--- config.mk ---
export PLATFORM = sky130hd
export DESIGN_NAME = weight_loader
export DESIGN_NICKNAME = d
export VERILOG_FILES = /design/src/rtl/weight_buffer_pkg.sv /design/src/rtl/weight_loader_skid.sv /design/src/rtl/weight_loader.sv
export SDC_FILE = /design/constraint.sdc
export NUM_CORES = 1
export LEC_CHECK = 0
export ABC_CLOCK_PERIOD_IN_PS = 2000
export CAP_MARGIN = 20
export CORE_UTILIZATION = 41
export DETAILED_ROUTE_END_ITERATION = 8
export HOLD_SLACK_MARGIN = 0.02
export PLACE_DENSITY = 0.75
export SLEW_MARGIN = 20
export SYNTH_ARGS = -nofsm -noshare
export SYNTH_HDL_FRONTEND = slang
export SYNTH_SLANG_ARGS = --single-unit
--- constraint.sdc ---
create_clock -name clk -period 2 [get_ports clk]
set_clock_uncertainty 0.15 [all_clocks]
set_input_delay 0.2 -clock clk [delete_from_list [all_inputs] [get_ports clk]]
set_output_delay 0.2 -clock clk [all_outputs]
set_load 0.005 [all_outputs]
--- src/rtl/weight_buffer_pkg.sv ---
// Package: weight_buffer_pkg
// Geometry and FSM encoding shared by the weight buffer and its loader.
//   X_PE, X_MESH   : PE array shape
//   DATA_LEN       : stream / buffer write word width
//   ADDR_LEN       : line address width (RAM_DEPTH = 2**ADDR_LEN lines)
//   WORDS_PER_LINE : DATA_LEN-bit words per kernel line (8-bit 3x3 weights per PE)
//   wb_state_e     : loader FSM states IDLE / XFER / DONE
package weight_buffer_pkg;

  localparam int X_PE           = 16;
  localparam int X_MESH         = 16;
  localparam int DATA_LEN       = 64;
  localparam int ADDR_LEN       = 9;
  localparam int RAM_DEPTH      = 2 ** ADDR_LEN;
  localparam int WORDS_PER_LINE = X_PE * X_MESH * 8 * 9 / DATA_LEN;

  // Word-within-line counter width and whole-command word count width
  localparam int WCNT_W  = $clog2(WORDS_PER_LINE);
  localparam int TOTAL_W = ADDR_LEN + 1 + WCNT_W;

  typedef enum logic [1:0] {
    IDLE = 2'd0,
    XFER = 2'd1,
    DONE = 2'd2
  } wb_state_e;

endpackage

--- src/rtl/weight_loader_skid.sv ---
// Module: weight_loader_skid
// Two-entry skid FIFO between the weight stream and the buffer write port.
// Caller guarantees no push when full and no pop when empty.
//   clk, rst_n : clock, asynchronous active-low reset (entries cleared to 0)
//   i_push     : write i_data this cycle
//   i_data     : incoming word
//   i_pop      : head word consumed this cycle
//   o_data     : head word (stable until popped)
//   o_valid    : FIFO non-empty
//   o_full     : both entries occupied
module weight_loader_skid
  import weight_buffer_pkg::*;
(
  input  logic                clk,
  input  logic                rst_n,
  input  logic                i_push,
  input  logic [DATA_LEN-1:0] i_data,
  input  logic                i_pop,
  output logic [DATA_LEN-1:0] o_data,
  output logic                o_valid,
  output logic                o_full
);

  logic [DATA_LEN-1:0] r_mem [2];
  logic                r_wptr;
  logic                r_rptr;
  logic [1:0]          r_cnt;

  always_ff @(posedge clk or negedge rst_n) begin
    if (!rst_n) begin
      r_mem[0] <= '0;
      r_mem[1] <= '0;
      r_wptr   <= 1'b0;
      r_rptr   <= 1'b0;
      r_cnt    <= 2'd0;
    end else begin
      if (i_push) begin
        r_mem[r_wptr] <= i_data;
        r_wptr        <= ~r_wptr;
      end
      if (i_pop) begin
        r_rptr <= ~r_rptr;
      end
      // Push and pop together leave occupancy unchanged
      case ({i_push, i_pop})
        2'b10:   r_cnt <= r_cnt + 2'd1;
        2'b01:   r_cnt <= r_cnt - 2'd1;
        default: r_cnt <= r_cnt;
      endcase
    end
  end

  assign o_data  = r_mem[r_rptr];
  assign o_valid = (r_cnt != 2'd0);
  assign o_full  = (r_cnt == 2'd2);

endmodule

--- src/rtl/weight_loader.sv ---
// Module: weight_loader
// Feeds the weight buffer: takes a load command (base line, line count) and a
// DATA_LEN-bit word stream, and writes WORDS_PER_LINE words per line to the
// buffer write port under wr_ready back-pressure.
// Handshakes: a word moves on s_* when s_valid && s_ready, on the write port
// when wr_en && wr_ready, and a command is taken when cmd_valid && cmd_ready;
// in every case the producer holds its payload until the transfer cycle.
//   cmd_valid/cmd_ready/cmd_base_addr/cmd_lines : load command (lines 0..RAM_DEPTH)
//   s_data/s_valid/s_ready                      : weight word stream
//   data_wr/st_wr_addr/wr_en/wr_ready           : buffer write port
//   busy                                        : command accepted and not yet finished
//   done                                        : one-cycle pulse when the command completes
// Optional build macro WL_CHECKSUM_EN adds output checksum (XOR of all words
// written by the current command; cleared on accept, held after done).
module weight_loader
  import weight_buffer_pkg::*;
(
  input  logic                clk,
  input  logic                rst_n,
  input  logic                cmd_valid,
  output logic                cmd_ready,
  input  logic [ADDR_LEN-1:0] cmd_base_addr,
  input  logic [ADDR_LEN:0]   cmd_lines,
  input  logic [DATA_LEN-1:0] s_data,
  input  logic                s_valid,
  output logic                s_ready,
  output logic [DATA_LEN-1:0] data_wr,
  output logic [ADDR_LEN-1:0] st_wr_addr,
  output logic                wr_en,
  input  logic                wr_ready,
  output logic                busy,
  output logic                done
`ifdef WL_CHECKSUM_EN
  ,
  output logic [DATA_LEN-1:0] checksum
`endif
);

  localparam logic [TOTAL_W-1:0]  WPL_T     = TOTAL_W'(WORDS_PER_LINE);
  localparam logic [TOTAL_W-1:0]  ONE_T     = TOTAL_W'(1);
  localparam logic [WCNT_W-1:0]   LAST_WORD = WCNT_W'(WORDS_PER_LINE - 1);
  localparam logic [WCNT_W-1:0]   ONE_W     = WCNT_W'(1);
  localparam logic [ADDR_LEN:0]   ONE_L     = (ADDR_LEN + 1)'(1);
  localparam logic [ADDR_LEN-1:0] ONE_A     = ADDR_LEN'(1);

  wb_state_e           r_state;
  wb_state_e           w_next_state;
  logic                r_live;       // low during reset and until the first edge after it
  logic [ADDR_LEN:0]   r_lines;
  logic [ADDR_LEN:0]   r_line_cnt;
  logic [WCNT_W-1:0]   r_word_cnt;
  logic [ADDR_LEN-1:0] r_addr;
  logic [TOTAL_W-1:0]  r_acc_left;   // words still to be accepted from the stream

  logic                w_accept;
  logic                w_push;
  logic                w_pop;
  logic                w_full;
  logic                w_skid_valid;
  logic [DATA_LEN-1:0] w_skid_data;
  logic                w_last_word;
  logic                w_last_line;

  assign cmd_ready   = r_live && (r_state == IDLE);
  assign w_accept    = cmd_valid && cmd_ready;
  // s_ready is built only from registers, so wr_ready never reaches it combinationally
  assign s_ready     = (r_state == XFER) && !w_full && (r_acc_left != '0);
  assign w_push      = s_valid && s_ready;
  assign wr_en       = w_skid_valid;
  assign w_pop       = w_skid_valid && wr_ready && (r_state == XFER);
  assign data_wr     = w_skid_data;
  assign st_wr_addr  = r_addr;
  assign busy        = (r_state != IDLE);
  assign done        = (r_state == DONE);
  assign w_last_word = (r_word_cnt == LAST_WORD);
  assign w_last_line = (r_line_cnt == (r_lines - ONE_L));

  weight_loader_skid u_skid (
    .clk     (clk),
    .rst_n   (rst_n),
    .i_push  (w_push),
    .i_data  (s_data),
    .i_pop   (w_pop),
    .o_data  (w_skid_data),
    .o_valid (w_skid_valid),
    .o_full  (w_full)
  );

  always_ff @(posedge clk or negedge rst_n) begin
    if (!rst_n) begin
      r_state <= IDLE;
      r_live  <= 1'b0;
    end else begin
      r_state <= w_next_state;
      r_live  <= 1'b1;
    end
  end

  always_comb begin
    w_next_state = r_state;
    case (r_state)
      IDLE: begin
        if (w_accept) begin
          w_next_state = (cmd_lines == '0) ? DONE : XFER;
        end
      end
      XFER: begin
        if (w_pop && w_last_word && w_last_line) begin
          w_next_state = DONE;
        end
      end
      DONE:    w_next_state = IDLE;
      default: w_next_state = IDLE;
    endcase
  end

  always_ff @(posedge clk or negedge rst_n) begin
    if (!rst_n) begin
      r_lines    <= '0;
      r_line_cnt <= '0;
      r_word_cnt <= '0;
      r_addr     <= '0;
      r_acc_left <= '0;
    end else if (w_accept) begin
      r_lines    <= cmd_lines;
      r_line_cnt <= '0;
      r_word_cnt <= '0;
      r_addr     <= cmd_base_addr;
      r_acc_left <= TOTAL_W'(cmd_lines) * WPL_T;
    end else begin
      if (w_push) begin
        r_acc_left <= r_acc_left - ONE_T;
      end
      if (w_pop) begin
        if (w_last_word) begin
          r_word_cnt <= '0;
          r_line_cnt <= r_line_cnt + ONE_L;
          // Address wraps naturally at RAM_DEPTH
          r_addr     <= r_addr + ONE_A;
        end else begin
          r_word_cnt <= r_word_cnt + ONE_W;
        end
      end
    end
  end

`ifdef WL_CHECKSUM_EN
  logic [DATA_LEN-1:0] r_checksum;

  always_ff @(posedge clk or negedge rst_n) begin
    if (!rst_n) begin
      r_checksum <= '0;
    end else if (w_accept) begin
      r_checksum <= '0;
    end else if (w_pop) begin
      r_checksum <= r_checksum ^ w_skid_data;
    end
  end

  assign checksum = r_checksum;
`endif

endmodule

==> results.md, run 1 <==
- Clock share of power: 15.1%
- IO Count: 166
- Die ar.: 24720 µm²
- Max rail drop VDD: 0.0006604 V
- GR Util met2: 38.10%
- Mapped cell area: 9879 µm²
- Hold Crit Start: cmd_lines[4]
- Crit path launch: r_acc_left[1]
- Clock Latency Late Sink: 0.44 ns
- Ys async rst share: 100.0%
- Chip width: 157.2 µm
- GRT Total Usage: 22.00%
- Grt met1 use: 28.11%
- CP max FO: 8
- Arrival time worst endpoint: 2.48 ns
- Antenna violations before repair: 0
- Critical Path RT: 2.16 ns
- Drt via density: 5.289
- Most area-consuming cells after synthesis: dfrtp_1, mux2_2, mux2_4, ha_1, xor2_1
- Seq pwr share: 30.6%
- Inst Count DP: 1350
- Initial core utilization: 41.96%
- Synth warn: 0
- Lkg Pwr: 6.915 nW
- Failing checks: negative setup slack
- Gate count of the mapped netlist: 789
- Yosys reg bits: 192
- Fillers: 1717
- Top cell type's share of synthesized area: 48.63%
- Initial DRC count: 321
- EDFF count, synth: 0
- Largest net degree at the start of global routing: 54
- Power Density: 1527 nW/µm²
- Synthesized area per cell: 12.52 µm²
- Count of input and output buffers: 165
- CP peak stage delay: 0.39 ns
- Routed wire length: 28.23 mm
- Critical Path Start Type: flip-flop
- Core Rows: 56
- Most used routing layer: met2
- Hold Path Class: in -> reg
- Gate power share: 54.3%
- Die Ht: 157.2 µm
- Root Driver: clkbuf_16
- Net load switching power: 0.007584 W
- Maximum clock frequency: 432.0 MHz
- CTS Buf Count: 17
- Final setup violation count: 185
- CTS H-tree depth: 4
- Placer Congestion: 0.8520
- Core region area: 23540 µm²
- Grt met3 use: 4.130%
- Clock buffer depth: 2
- Nets@finish: 1236
- Diodes inserted: 0
- First-pass GRT wire length: 42.26 mm
- Critical-path cell list: inv_2 > ha_4 > nor2b_4 > nand4_1 > buf_4 > o21a_4 > inv_6 > nor2_8 > buf_12 > buf_12 > mux2_4
- Vias in the first global route: 7932
- Final WS setup: -0.3148 ns
- Residual DRC: 0
- Slowest library cell on the worst path: dfrtp_1
- Hold violation count in the final report: 0
- Area Overhead vs Synth: 51.06%
- Wire per inst: 19.35 µm
- Mapped Nets: 898
- CTS tree: built
- Post-route insts no fill: 1459
- Share of cells above drive strength 1: 48.86%
- Status: finished, violations left
- Switch share: 33.28%
- Crit Path Class: reg -> reg
- Post-DP HPWL: 16.72 mm
- Sequential element share of the synthesized area: 48.63%
- Count leader, synth: dfrtp_1
- Max Transition Viols Final: 0
- Sink Count: 192
- Clk pin slew, worst setup/hold paths: 0.09 ns
- Unrepaired setup endpoints after global routing: true
- Post-route ant nets: 0
- Final Core Density: 63.39%
- Most used cell, CP: buf_12
- Top post-synthesis cells by count: dfrtp_1, mux2_2, mux2_4
- Area leader, netlist: dfrtp_1
- Total grt overflow: 0
- Pre-CTS setup slack: -0.6470 ns
- Critical R2R Launch: r_acc_left[1]
- Int Pwr: 0.01521 W
- Period utilization: 115.7%
- Drt first pass iters: 4
- Crit path capture type: flip-flop
- Max-Cap Viols: 0
- Count of cell types in the netlist: 72
- Power, Total: 0.02279 W
- Synth Flop Type: dfrtp_1
- Routed vias: 7717
- Fin crit period: 2.315 ns
placed cells by master (no fill, tap or decap), drive strengths merged, types with 14 or more instances in the layout:
cell type and instances:
nand3 20, xor2 27, nor2 35, buf 223
xnor2 14, nand4 17, dfrtp 192, clkbuf 48
o21ai 24, ha 20, mux2 193, clkdlybuf4s50 88
inv 17, nand2 59
worst max-delay path, delay by kind of cell, from the launching register on:
kind | cells | cell delay [ns]
compound gates | 1 | 0.25
fa+ha+maj | 1 | 0.14
buf+inv | 5 | 0.63
flops | 1 | 0.39
mux | 1 | 0.31
simple gates | 3 | 0.33
worst paths after layout:
| path | to | slack (ns) | cells after the start |
|---|---|---|---|
| setup / recovery | u_skid.r_mem[79] | -0.31 | 11 |
| hold / removal | r_lines[4] | 0.11 | 4 |
| hold reg to reg | u_skid.r_mem[54] | 0.36 | 1 |
| min in group asynchronous | u_skid.r_mem[68] | 0.14 | 2 |
| setup reg to reg | u_skid.r_mem[79] | -0.31 | 11 |
| max in group asynchronous | st_wr_addr[0] | 0.95 | 3 |
power groups by stage:
stage          combinational (W)  clock (W)  sequential (W)
2_1_floorplan            0.00537          0         0.00657
5_1_grt                   0.0131    0.00366         0.00715
6_report                  0.0124    0.00345         0.00697
3_5_place_dp             0.00955          0         0.00681
4_1_cts                   0.0114    0.00351         0.00679
3_3_place_gp             0.00937          0         0.00669
through the flow:
| step | hold slack [ns] | TNS [ns] | cell area (µm²) |
|---|---|---|---|
| 2_1_floorplan | -0.2456 | -10.27 | 9926 |
| 3_3_place_gp | 0.05496 | -25.78 | 12780 |
| 3_5_place_dp | 0.05733 | -27.03 | 12780 |
| 4_1_cts | 0.04029 | -33.68 | 14530 |
| 5_1_grt | 0.1387 | -50.55 | 14920 |
| 6_report | 0.1128 | -34.88 | 14920 |
layer usage:
layer / part of all wire (%) / vias to the layer above
met5: 0 / -
met4: 1.1 / 0
met3: 4.9 / 25
met2: 51 / 190
met1: 43 / 3953
li1: - / 3549
state kept, by name, summed over array words and instances, names as in the netlist:
| register | cells |
|---|---|
| u_skid.r_mem | 128 |
| st_wr_addr | 9 |
| r_word_cnt | 9 |
| r_state | 2 |
| u_skid.r_wptr | 1 |
| r_live | 1 |
| r_lines | 10 |
| u_skid.r_rptr | 1 |
| u_skid.r_cnt | 2 |
| r_acc_left | 19 |
| r_line_cnt | 10 |
layout make-up:
cell class / count / area (µm²) / area share, %
sequential: 192 / 4808 / 32.22
inverter: 13 / 53.80 / 0.3605
clock inverter: 15 / 192.7 / 1.291
clock buffer: 17 / 425.4 / 2.850
tap: 319 / 399.1 / 2.674
timing repair buffer: 353 / 3595 / 24.09
multi-input combinational: 550 / 5450 / 36.52
kinds of logic after synthesis:
group	Yosys count	share of synthesized area, %
adder cells (fa/ha/maj)	21	2.736
other	1	0.03796
XOR/XNOR	41	3.635
multiplexers	198	24.78
AO/OA/AOI/OAI	79	5.724
flip-flops	192	48.63
buffers and inverters	47	2.609
AND/OR/NAND/NOR	210	11.84
timing repair:
action                     CTS  global route
hold buffers                 1             0
pin swaps                   19            26
setup endpoints to repair  211           233
cloned                      15             3
hold endpoints to repair   192             0
gates resized for setup    319           168
buffers inserted            48            26
(Power assumes the default switching activity.)
==> run 2, diff against run 1 <==
- SKIP_CTS_REPAIR_TIMING: default -> 1
==> results.md, run 2 (synthesized netlist as in run 1, its figures left out) <==
- IO Count: 166
- Family with the most delay on the worst path: simple AND/OR/NAND/NOR gates
- CTS Buf Count: 17
- Antenna violations before repair: 0
- Largest register FFs: 128
- Largest net degree at the start of global routing: 54
- Crit Path Class: reg -> reg
- Initial DRC count: 311
- Drt via density: 5.240
- Unrepaired setup endpoints after global routing: true
- Placer Congestion: 0.8520
- Arrival time worst endpoint: 2.43 ns
- Clock Latency Late Sink: 0.44 ns
- Fin Hold WS: 0.01495 ns
- First-pass GRT wire length: 37.12 mm
- Nets@finish: 1193
- Chip width: 157.2 µm
- Fillers: 1863
- Wire per inst: 18.45 µm
- Sink Count: 192
- Routed wire length: 26.13 mm
- GRT Total Usage: 18.96%
- Core region area: 23540 µm²
- Critical-path cell list: inv_1 > ha_2 > nor2b_4 > nand4_1 > buf_4 > o21a_4 > nand2_8 > buf_12 > mux2_2
- Stages on worst setup path: 9
- Critical Path RT: 2.17 ns
- Share of cells above drive strength 1: 46.22%
- Status: finished, violations left
- CTS H-tree depth: 4
- Fin crit period: 2.262 ns
- Routed vias: 7420
- Crit path capture type: flip-flop
- Inst Count DP: 1350
- Diodes inserted: 0
- Drt first pass iters: 5
- Largest registers: u_skid.r_mem (128), r_acc_left (19)
- Lkg Pwr: 6.574 nW
- CP peak stage delay: 0.38 ns
- Post-route insts no fill: 1416
- Max-Cap Viols: 0
- Maximum clock frequency: 442.1 MHz
- Die Ht: 157.2 µm
- Hold Path Depth: 4
- Slowest library cell on the worst path: dfrtp_1
- Critical Path Start Type: flip-flop
- Max rail drop VDD: 0.0006163 V
- Vias in the first global route: 7315
- Post-DP HPWL: 16.72 mm
- Hold violation count in the final report: 0
- Commonest non-fill, non-tap cell in the layout: dfrtp_1
- Biggest register: u_skid.r_mem
- Most frequent cells in the layout: dfrtp_1, mux2_4, buf_4
- WP buf/inv: 3
- Hold Crit Start: cmd_lines[3]
- Clock buffer depth: 2
- Clk pin slew, worst setup/hold paths: 0.09 ns
- Critical R2R Launch: r_acc_left[1]
- Core Rows: 56
- Initial core utilization: 41.96%
- Hold Path Class: in -> reg
- Power Density: 1471 nW/µm²
- Area Overhead vs Synth: 42.83%
- Failing checks: negative setup slack
- Post-route ant nets: 0
- Total grt overflow: 0
- Crit path launch: r_acc_left[1]
- Max Transition Viols Final: 0
- Final WS setup: -0.2619 ns
- R2R depth: 9
- Count of input and output buffers: 165
- CP max FO: 16
- Final setup violation count: 137
- Residual DRC: 0
- CTS tree: built
- Die ar.: 24720 µm²
- Root Driver: clkbuf_16
- Period utilization: 113.1%
[run 2: cell types whose count changed in the layout (fill, tap and decap cells not counted), sizes merged]
cell / change
buf: -83
dlymetal6s2s: +10
clkbuf: +39
dlygate4sd2: -7
clkdlybuf4s15: -2
[run 2: cell type report]
type | count | area (µm²) | share of cell area (%)
Clock buffer | 17 | 425.4 | 3.015
Clock inverter | 15 | 192.7 | 1.365
Inverter | 13 | 53.80 | 0.3813
Multi-Input combinational cell | 550 | 5368 | 38.04
Sequential cell | 192 | 4812 | 34.10
Tap cell | 319 | 399.1 | 2.829
Timing Repair Buffer | 310 | 2860 | 20.27
[run 2: routing by layer]
metal	vias to the layer above	track usage [%]	routed length [µm]
met5	-	0	0
met4	0	5.363	255
met3	24	3.744	1256
met2	186	31.84	12920
met1	3763	24.76	11700
li1	3447	-	-
[run 2: final timing paths]
check | endpoint | slack (ns)
hold / removal | r_lines[3] | 0.01
max in group asynchronous | r_state[1] | 0.96
min in group asynchronous | u_skid.r_mem[68] | 0.16
hold reg to reg | u_skid.r_mem[33] | 0.36
setup / recovery | u_skid.r_mem[2] | -0.26
setup reg to reg | u_skid.r_mem[2] | -0.26
[run 2: where the power goes]
part	internal, W	total [W]	switching [W]
Clock	0.00171	0.00345	0.00174
Combinational	0.00634	0.0104	0.00405
Sequential	0.00566	0.00692	0.00126
Total	0.0137	0.0208	0.00705
[run 2: tightest hold or removal path, stage by stage]
cell            delay (ns)
dlymetal6s2s_1        0.14
buf_4                 0.14
nand2_1               0.05
nand2_1               0.05
[run 2: through the flow]
stage          TNS, ns  instance area, µm²  util [%]  total power [W]  setup WS, ns
3_5_place_dp    -27.03               12780     54.28          0.01636       -0.6470
2_1_floorplan   -10.27                9926         -          0.01194      -0.09006
6_report        -29.30               14110     59.94          0.02076       -0.2619
3_3_place_gp    -25.78               12780     54.28          0.01606       -0.6158
5_1_grt         -43.72               14110     59.94          0.02186       -0.3485
4_1_cts         -36.93               13400     56.91          0.01992       -0.6084
